`src/rtl/trace_pkg.sv`:
```
// Shared types for the retirement trace buffer.
//   trace_entry_t : one retired instruction as stored in the trace FIFO
//   fifo_op_e     : per-cycle FIFO operation, used to update occupancy
package trace_pkg;

  localparam int unsigned XLEN = 32;

  typedef struct packed {
    logic [XLEN-1:0] pc;
    logic [XLEN-1:0] inst;
    logic [XLEN-1:0] seq;
  } trace_entry_t;

  // Encoded as {push, pop} so it can be built straight from the two accepts.
  typedef enum logic [1:0] {
    FIFO_IDLE = 2'b00,
    FIFO_POP  = 2'b01,
    FIFO_PUSH = 2'b10,
    FIFO_BOTH = 2'b11
  } fifo_op_e;

endpackage

```
`src/rtl/trace_fifo.sv`:
```
// Synchronous FIFO of trace_entry_t, DEPTH entries (power of two, >= 2).
// Has no knowledge of sequence numbers or drop accounting.
//
// Ports
//   clock       in   sole clock
//   reset       in   synchronous, active-high
//   push        in   request to write push_data
//   push_data   in   entry to write
//   push_accept out  push request taken this cycle (not full, or full with pop)
//   pop         in   request to remove the head entry
//   head        out  head entry; all-zero while empty
//   empty       out  no entries stored
//   count       out  occupancy, 0..DEPTH
module trace_fifo
  import trace_pkg::*;
#(
  parameter int unsigned DEPTH = 16
) (
  input  logic                     clock,
  input  logic                     reset,
  input  logic                     push,
  input  trace_entry_t             push_data,
  output logic                     push_accept,
  input  logic                     pop,
  output trace_entry_t             head,
  output logic                     empty,
  output logic [$clog2(DEPTH):0]   count
);

  localparam int unsigned AW = $clog2(DEPTH);
  localparam int unsigned CW = AW + 1;

  trace_entry_t   mem [DEPTH];
  logic [AW-1:0]  wr_ptr;
  logic [AW-1:0]  rd_ptr;
  logic           full;
  logic           pop_accept;
  fifo_op_e       op;

  // Full/empty come from the occupancy counter; with naturally wrapping
  // pointers a pointer compare could not tell the two apart.
  assign empty = (count == '0);
  assign full  = (count == CW'(DEPTH));

  assign pop_accept  = pop & ~empty;
  // A full FIFO still takes a push when the head leaves in the same cycle.
  assign push_accept = push & (~full | pop_accept);

  // NOTE: every variable assigned in always_comb gets a default first, so no
  // path leaves it unassigned and no latch is inferred.
  always_comb begin
    op = FIFO_IDLE;
    case ({push_accept, pop_accept})
      2'b01:   op = FIFO_POP;
      2'b10:   op = FIFO_PUSH;
      2'b11:   op = FIFO_BOTH;
      default: op = FIFO_IDLE;
    endcase
  end

  // NOTE: sequential state uses non-blocking assignments so every register
  // samples the pre-edge values regardless of statement order.
  always_ff @(posedge clock) begin
    if (reset) begin
      wr_ptr <= '0;
      rd_ptr <= '0;
      count  <= '0;
    end else begin
      if (push_accept) wr_ptr <= wr_ptr + AW'(1);
      if (pop_accept)  rd_ptr <= rd_ptr + AW'(1);
      unique case (op)
        FIFO_PUSH: count <= count + CW'(1);
        FIFO_POP:  count <= count - CW'(1);
        default:   count <= count;
      endcase
    end
  end

  // NOTE: the storage array is deliberately not reset; only valid entries are
  // ever observed, and the head output is forced to zero while empty.
  always_ff @(posedge clock) begin
    if (push_accept) mem[wr_ptr] <= push_data;
  end

  assign head = empty ? '0 : mem[rd_ptr];

endmodule

```
`src/rtl/inst_trace_buf.sv`:
```
// Retirement trace buffer. Captures instructions retired at writeback into a
// FIFO and drains them one per handshake to the disassembly stage. On overflow
// the retirement is dropped (never stalls the core) and counted.
//
// Ports
//   clock        in   sole clock
//   reset        in   synchronous, active-high
//   trace_en     in   capture enable; when low nothing is stored or numbered
//   wb_valid     in   one instruction retires this cycle
//   wb_pc        in   PC of retiring instruction
//   wb_inst      in   instruction word of retiring instruction
//   trace_valid  out  head entry available
//   trace_ready  in   consumer accepts head this cycle
//   trace_pc     out  head PC
//   trace_inst   out  head instruction word
//   trace_seq    out  head sequence number
//   count        out  current occupancy
//   overflow     out  sticky; set on first drop
//   drop_cnt     out  dropped retirements, saturating
module inst_trace_buf
  import trace_pkg::*;
#(
  parameter int unsigned DEPTH  = 16,
  parameter int unsigned DROP_W = 16
) (
  input  logic                    clock,
  input  logic                    reset,
  input  logic                    trace_en,
  input  logic                    wb_valid,
  input  logic [31:0]             wb_pc,
  input  logic [31:0]             wb_inst,
  output logic                    trace_valid,
  input  logic                    trace_ready,
  output logic [31:0]             trace_pc,
  output logic [31:0]             trace_inst,
  output logic [31:0]             trace_seq,
  output logic [$clog2(DEPTH):0]  count,
  output logic                    overflow,
  output logic [DROP_W-1:0]       drop_cnt
);

  logic          capture;
  logic          push_accept;
  logic          drop;
  logic          empty;
  logic [31:0]   seq_ctr;
  trace_entry_t  new_entry;
  trace_entry_t  head;

  assign capture = wb_valid & trace_en;

  // The entry carries the pre-increment sequence number.
  assign new_entry = '{pc: wb_pc, inst: wb_inst, seq: seq_ctr};

  trace_fifo #(
    .DEPTH (DEPTH)
  ) u_fifo (
    .clock       (clock),
    .reset       (reset),
    .push        (capture),
    .push_data   (new_entry),
    .push_accept (push_accept),
    .pop         (trace_ready),
    .head        (head),
    .empty       (empty),
    .count       (count)
  );

  assign drop = capture & ~push_accept;

  // The sequence counter advances on dropped captures too, so a gap in
  // trace_seq downstream shows exactly how many retirements were lost.
  always_ff @(posedge clock) begin
    if (reset) begin
      seq_ctr  <= '0;
      drop_cnt <= '0;
      overflow <= 1'b0;
    end else begin
      if (capture) seq_ctr <= seq_ctr + 32'd1;
      if (drop) begin
        overflow <= 1'b1;
        if (drop_cnt != '1) drop_cnt <= drop_cnt + DROP_W'(1);
      end
    end
  end

  assign trace_valid = ~empty;
  assign trace_pc    = head.pc;
  assign trace_inst  = head.inst;
  assign trace_seq   = head.seq;

endmodule
```
`config.mk`:
```
export PLATFORM = sky130hd
export DESIGN_NAME = inst_trace_buf
export DESIGN_NICKNAME = d
export VERILOG_FILES = /design/src/rtl/trace_pkg.sv /design/src/rtl/trace_fifo.sv /design/src/rtl/inst_trace_buf.sv
export SDC_FILE = /design/constraint.sdc
export NUM_CORES = 1
export LEC_CHECK = 0
export BUFFER_PORTS_ARGS = -buffer_cell sky130_fd_sc_hd__clkbuf_2
export CORE_MARGIN = 1
export CORE_UTILIZATION = 50
export CTS_CLUSTER_SIZE = 14
export DETAILED_ROUTE_END_ITERATION = 12
export GPL_TIMING_DRIVEN = 0
export PLACE_DENSITY = 0.75
export SYNTH_ARGS = -nofsm -noshare
export SYNTH_HDL_FRONTEND = slang
export SYNTH_HIERARCHICAL = 1
export SYNTH_SLANG_ARGS = --single-unit
```
`constraint.sdc`:
```
create_clock -name clock -period 12.65 [get_ports clock]
set_input_delay 2.53 -clock clock [delete_from_list [all_inputs] [get_ports clock]]
set_output_delay 2.53 -clock clock [all_outputs]
set_load 0.005 [all_outputs]
```
==> results.py <==
metrics = {
    "grt": {
        "grt_usage_pct": 22.9,
        "grt-ovfl-total": 0,
        "grt_max_degree": 45,
        "grt_pass1_vias": 30600,
        "grt_pass1_wl_mm": 206,
        "grt_antenna_before_repair": 16,
    },
    "synth": {
        "syn_avg_cell_area_um2": 22.6,
        "yosysWarnings": 6,
        "yosysSeqAreaShare_pct": 77.3,
        "synth_flop_cell": "edfxtp_1",
        "synth_cells": 2720,
        "synth-seq-cells": 1602,
        "async_reset_ff_share_pct": 0,
        "syn_nets": 2800,
        "synth_cell_types": 52,
        "synth_edf_count": 1536,
        "syn_area_mm2": 0.0614,
    },
    "job": {
        "drv_cap": 0,
    },
    "timing": {
        "rsz0062_at_grt": "no",
        "worst_pin_slew_ns": 1.22,
        "fmax_mhz": 144,
        "setup_violations": 0,
        "finalHoldViolCount": 0,
        "drv_slew": 0,
        "finalCritPeriodShare_pct": 54.8,
        "min_period_ns": 6.93,
        "timing.hold.ws_ns": 0.495,
        "fin_skew_ns": 0.0237,
        "slew_headroom_pct": 18.4,
    },
    "power": {
        "pwr-share-clk_pct": 35.6,
        "swShare_pct": 24.9,
        "combPwrFrac_pct": 16.5,
        "switchingPower_mw": 3.04,
        "leakage_nw": 22.4,
        "vdd_drop_max_v": 0.000153,
        "power_frac_seq_pct": 47.9,
        "powerDensity_mw_per_mm2": 174,
        "finalPower_mw": 12.2,
        "p_int_mw": 9.19,
    },
    "cells_and_area": {
        "drive_above_1_share_pct": 32.8,
        "layout.nets": 3245,
        "final_cells": 4909,
        "final.fill_count": 8558,
        "syn_to_final_growth_pct": 14.8,
    },
    "route": {
        "remaining_drc_errors": 0,
        "dr_total_vias": 30000,
        "routed_via_density": 6.11,
        "wire_per_inst_um": 28.8,
        "antenna_left": 0,
        "drt_first_pass_iters": 5,
        "first_iter_violations": 3592,
        "drt-total-wl_mm": 142,
    },
    "clocking": {
        "cts_resized": 0,
        "cts-htree-levels": 4,
        "cts_tree": "done",
        "cts.clk_slew.worst_paths_ns": 0.06,
        "clkSinkCount": 1602,
        "cts_inserted_buffers": 154,
        "clock-root-buffer": "clkbuf_16",
        "ctsHoldBuffers": 0,
        "post-cts-setup-buffer-count": 0,
        "clkLatencyLatePin_ns": 0.75,
        "clk_path_buf_depth": 3,
    },
    "floorplan": {
        "coreArea_mm2": 0.122,
        "io_pins": 188,
        "die_x_um": 352,
        "num_rows": 128,
        "fp.dieH_um": 352,
        "start_util_pct": 50.4,
        "die-area_mm2": 0.124,
    },
    "critical_path": {
        "worstSetupPathType": "reg2out",
        "critical_path.endpoint_type": "primary output",
        "worst_setup_path_start_kind": "flop",
        "cp.arrival_ns": 4.40,
        "crit_required_ns": 10.12,
        "crit_fanout": 10,
    },
    "place": {
        "placed_cells": 4634,
        "hpwl_mm": 86.8,
        "io_buffers": 187,
        "place_congestion": 0.745,
    },
    "outcome": {
        "status": "finished, final reports clean",
    },
    "worst_hold_path": {
        "holdCritPathClass": "reg2reg",
    },
}
-- sequential cells by signal, summed over array words and instances, names as in the netlist, named ones only --
name / count
u_fifo/mem: 1536
seq_ctr: 32
drop_cnt: 16
u_fifo/count: 5
u_fifo/rd_ptr: 4
u_fifo/wr_ptr: 4
overflow: 1
-- cells in the final DEF, fill, tap and decap left out, drive strengths merged, types with 21 or more instances in the layout --
master  count
a221o      96
buf       207
clkbuf    428
clkinv     55
dfxtp      66
edfxtp   1536
mux2       97
mux4      384
nand2      21
nand4      25
nor2       67
nor2b      98
xor2       38
-- cell families (layout without fill, tap and decap cells) --
logic type | Yosys count | count (layout) | share of synthesized area (%)
xor gates and xnor gates | 48 | 48 | 0.685
muxes | 484 | 484 | 15.9
and+or+nand+nor | 290 | 290 | 2.68
AOI/OAI and AO/OA | 128 | 128 | 1.93
DFF | 1602 | 1602 | 77.3
buffers and inverters | 157 | 717 | 1.23
adders and majority gates | 11 | 11 | 0.224
other | 0 | 4 | 0
-- through the flow --
stage	utilization [%]	worst slack (ns)	area [um^2]	TNS (ns)
floorplan	-	-0.104	61400	-39.95
detailed placement	54.0	6.54	65700	0
global placement	52.8	-10.82	64300	-4182.18
CTS	57.9	5.72	70400	0
global route	57.9	5.61	70400	0
finish	57.9	5.72	70400	0
-- per-layer routing --
metal  vias to the layer above  track usage [%]  part of all wire [%]  wire length [um]
li1                      12400                -                     -                 -
met1                     15900             31.1                    39             54700
met2                      1440             37.1                    49             69800
met3                       265             5.29                   9.2             13000
met4                        18             7.33                   2.8              3970
met5                         -                0                 0.079               112
-- layout make-up --
class                           instances  area, um^2  share of cell area [%]
Antenna cell                            4        10.0                  0.0142
Buffer                                144         703                   0.998
Clock buffer                          202        4160                    5.90
Inverter                               13        48.8                  0.0693
Timing Repair Buffer                  289        2240                    3.19
Sequential cell                      1602       47400                    67.3
Tap cell                             1625        2030                    2.89
Clock inverter                         69         562                   0.797
Multi-Input combinational cell        961       13200                    18.8
-- path summary, 6_finish.rpt --
path / startpoint / endpoint / slack [ns] / cells after the start
max reg2reg: u_fifo/count[4]$_SDFFE_PP0P_ / u_fifo/count[4]$_SDFFE_PP0P_ / 9.10 / 11
min reg2reg: overflow$_SDFFE_PP0P_ / overflow$_SDFFE_PP0P_ / 0.50 / 2
min: overflow$_SDFFE_PP0P_ / overflow$_SDFFE_PP0P_ / 0.50 / 2
max: flop / trace_seq[7] / 5.72 / 7
-- Yosys cell counts (all sizes together), types with 6 or more instances --
cell type,instances,area [um^2]
inv,13,48.8
nor4,7,58.8
mux4,384,8650
nand2,21,81.3
clkbuf,39,146
dfxtp,66,1320
nand4,25,163
o21ai,10,53.8
buf,105,557
a221o,96,961
xor2,38,333
a21oi,9,45.0
ha,11,138
and3,16,100
nor2,67,270
and2,6,37.5
edfxtp,1536,46100
o211ai,6,58.8
nor2b,98,613
mux2,97,1090
nand3,19,95.1
xnor2,10,87.6
or3,7,43.8
-- power groups by stage --
| stage | registers [mW] | clock network (mW) | logic [mW] |
|---|---|---|---|
| final | 5.86 | 4.35 | 2.02 |
| after global routing | 5.86 | 4.62 | 2.14 |
| after CTS | 5.86 | 4.42 | 2.05 |
| after detailed placement | 5.97 | 0 | 2.04 |
| after global placement | 6.00 | 0 | 2.02 |
| after floorplan | 5.98 | 0 | 1.21 |
-- critical path, cell delays in order, from the launching register on --
cell      delay, ns
dfxtp_1        0.30
buf_2          0.23
buf_4          0.30
clkbuf_1       0.93
buf_1          0.82
mux4_2         0.45
a221o_1        0.45
clkbuf_2       0.15
Power figures use the tool's default switching activity.
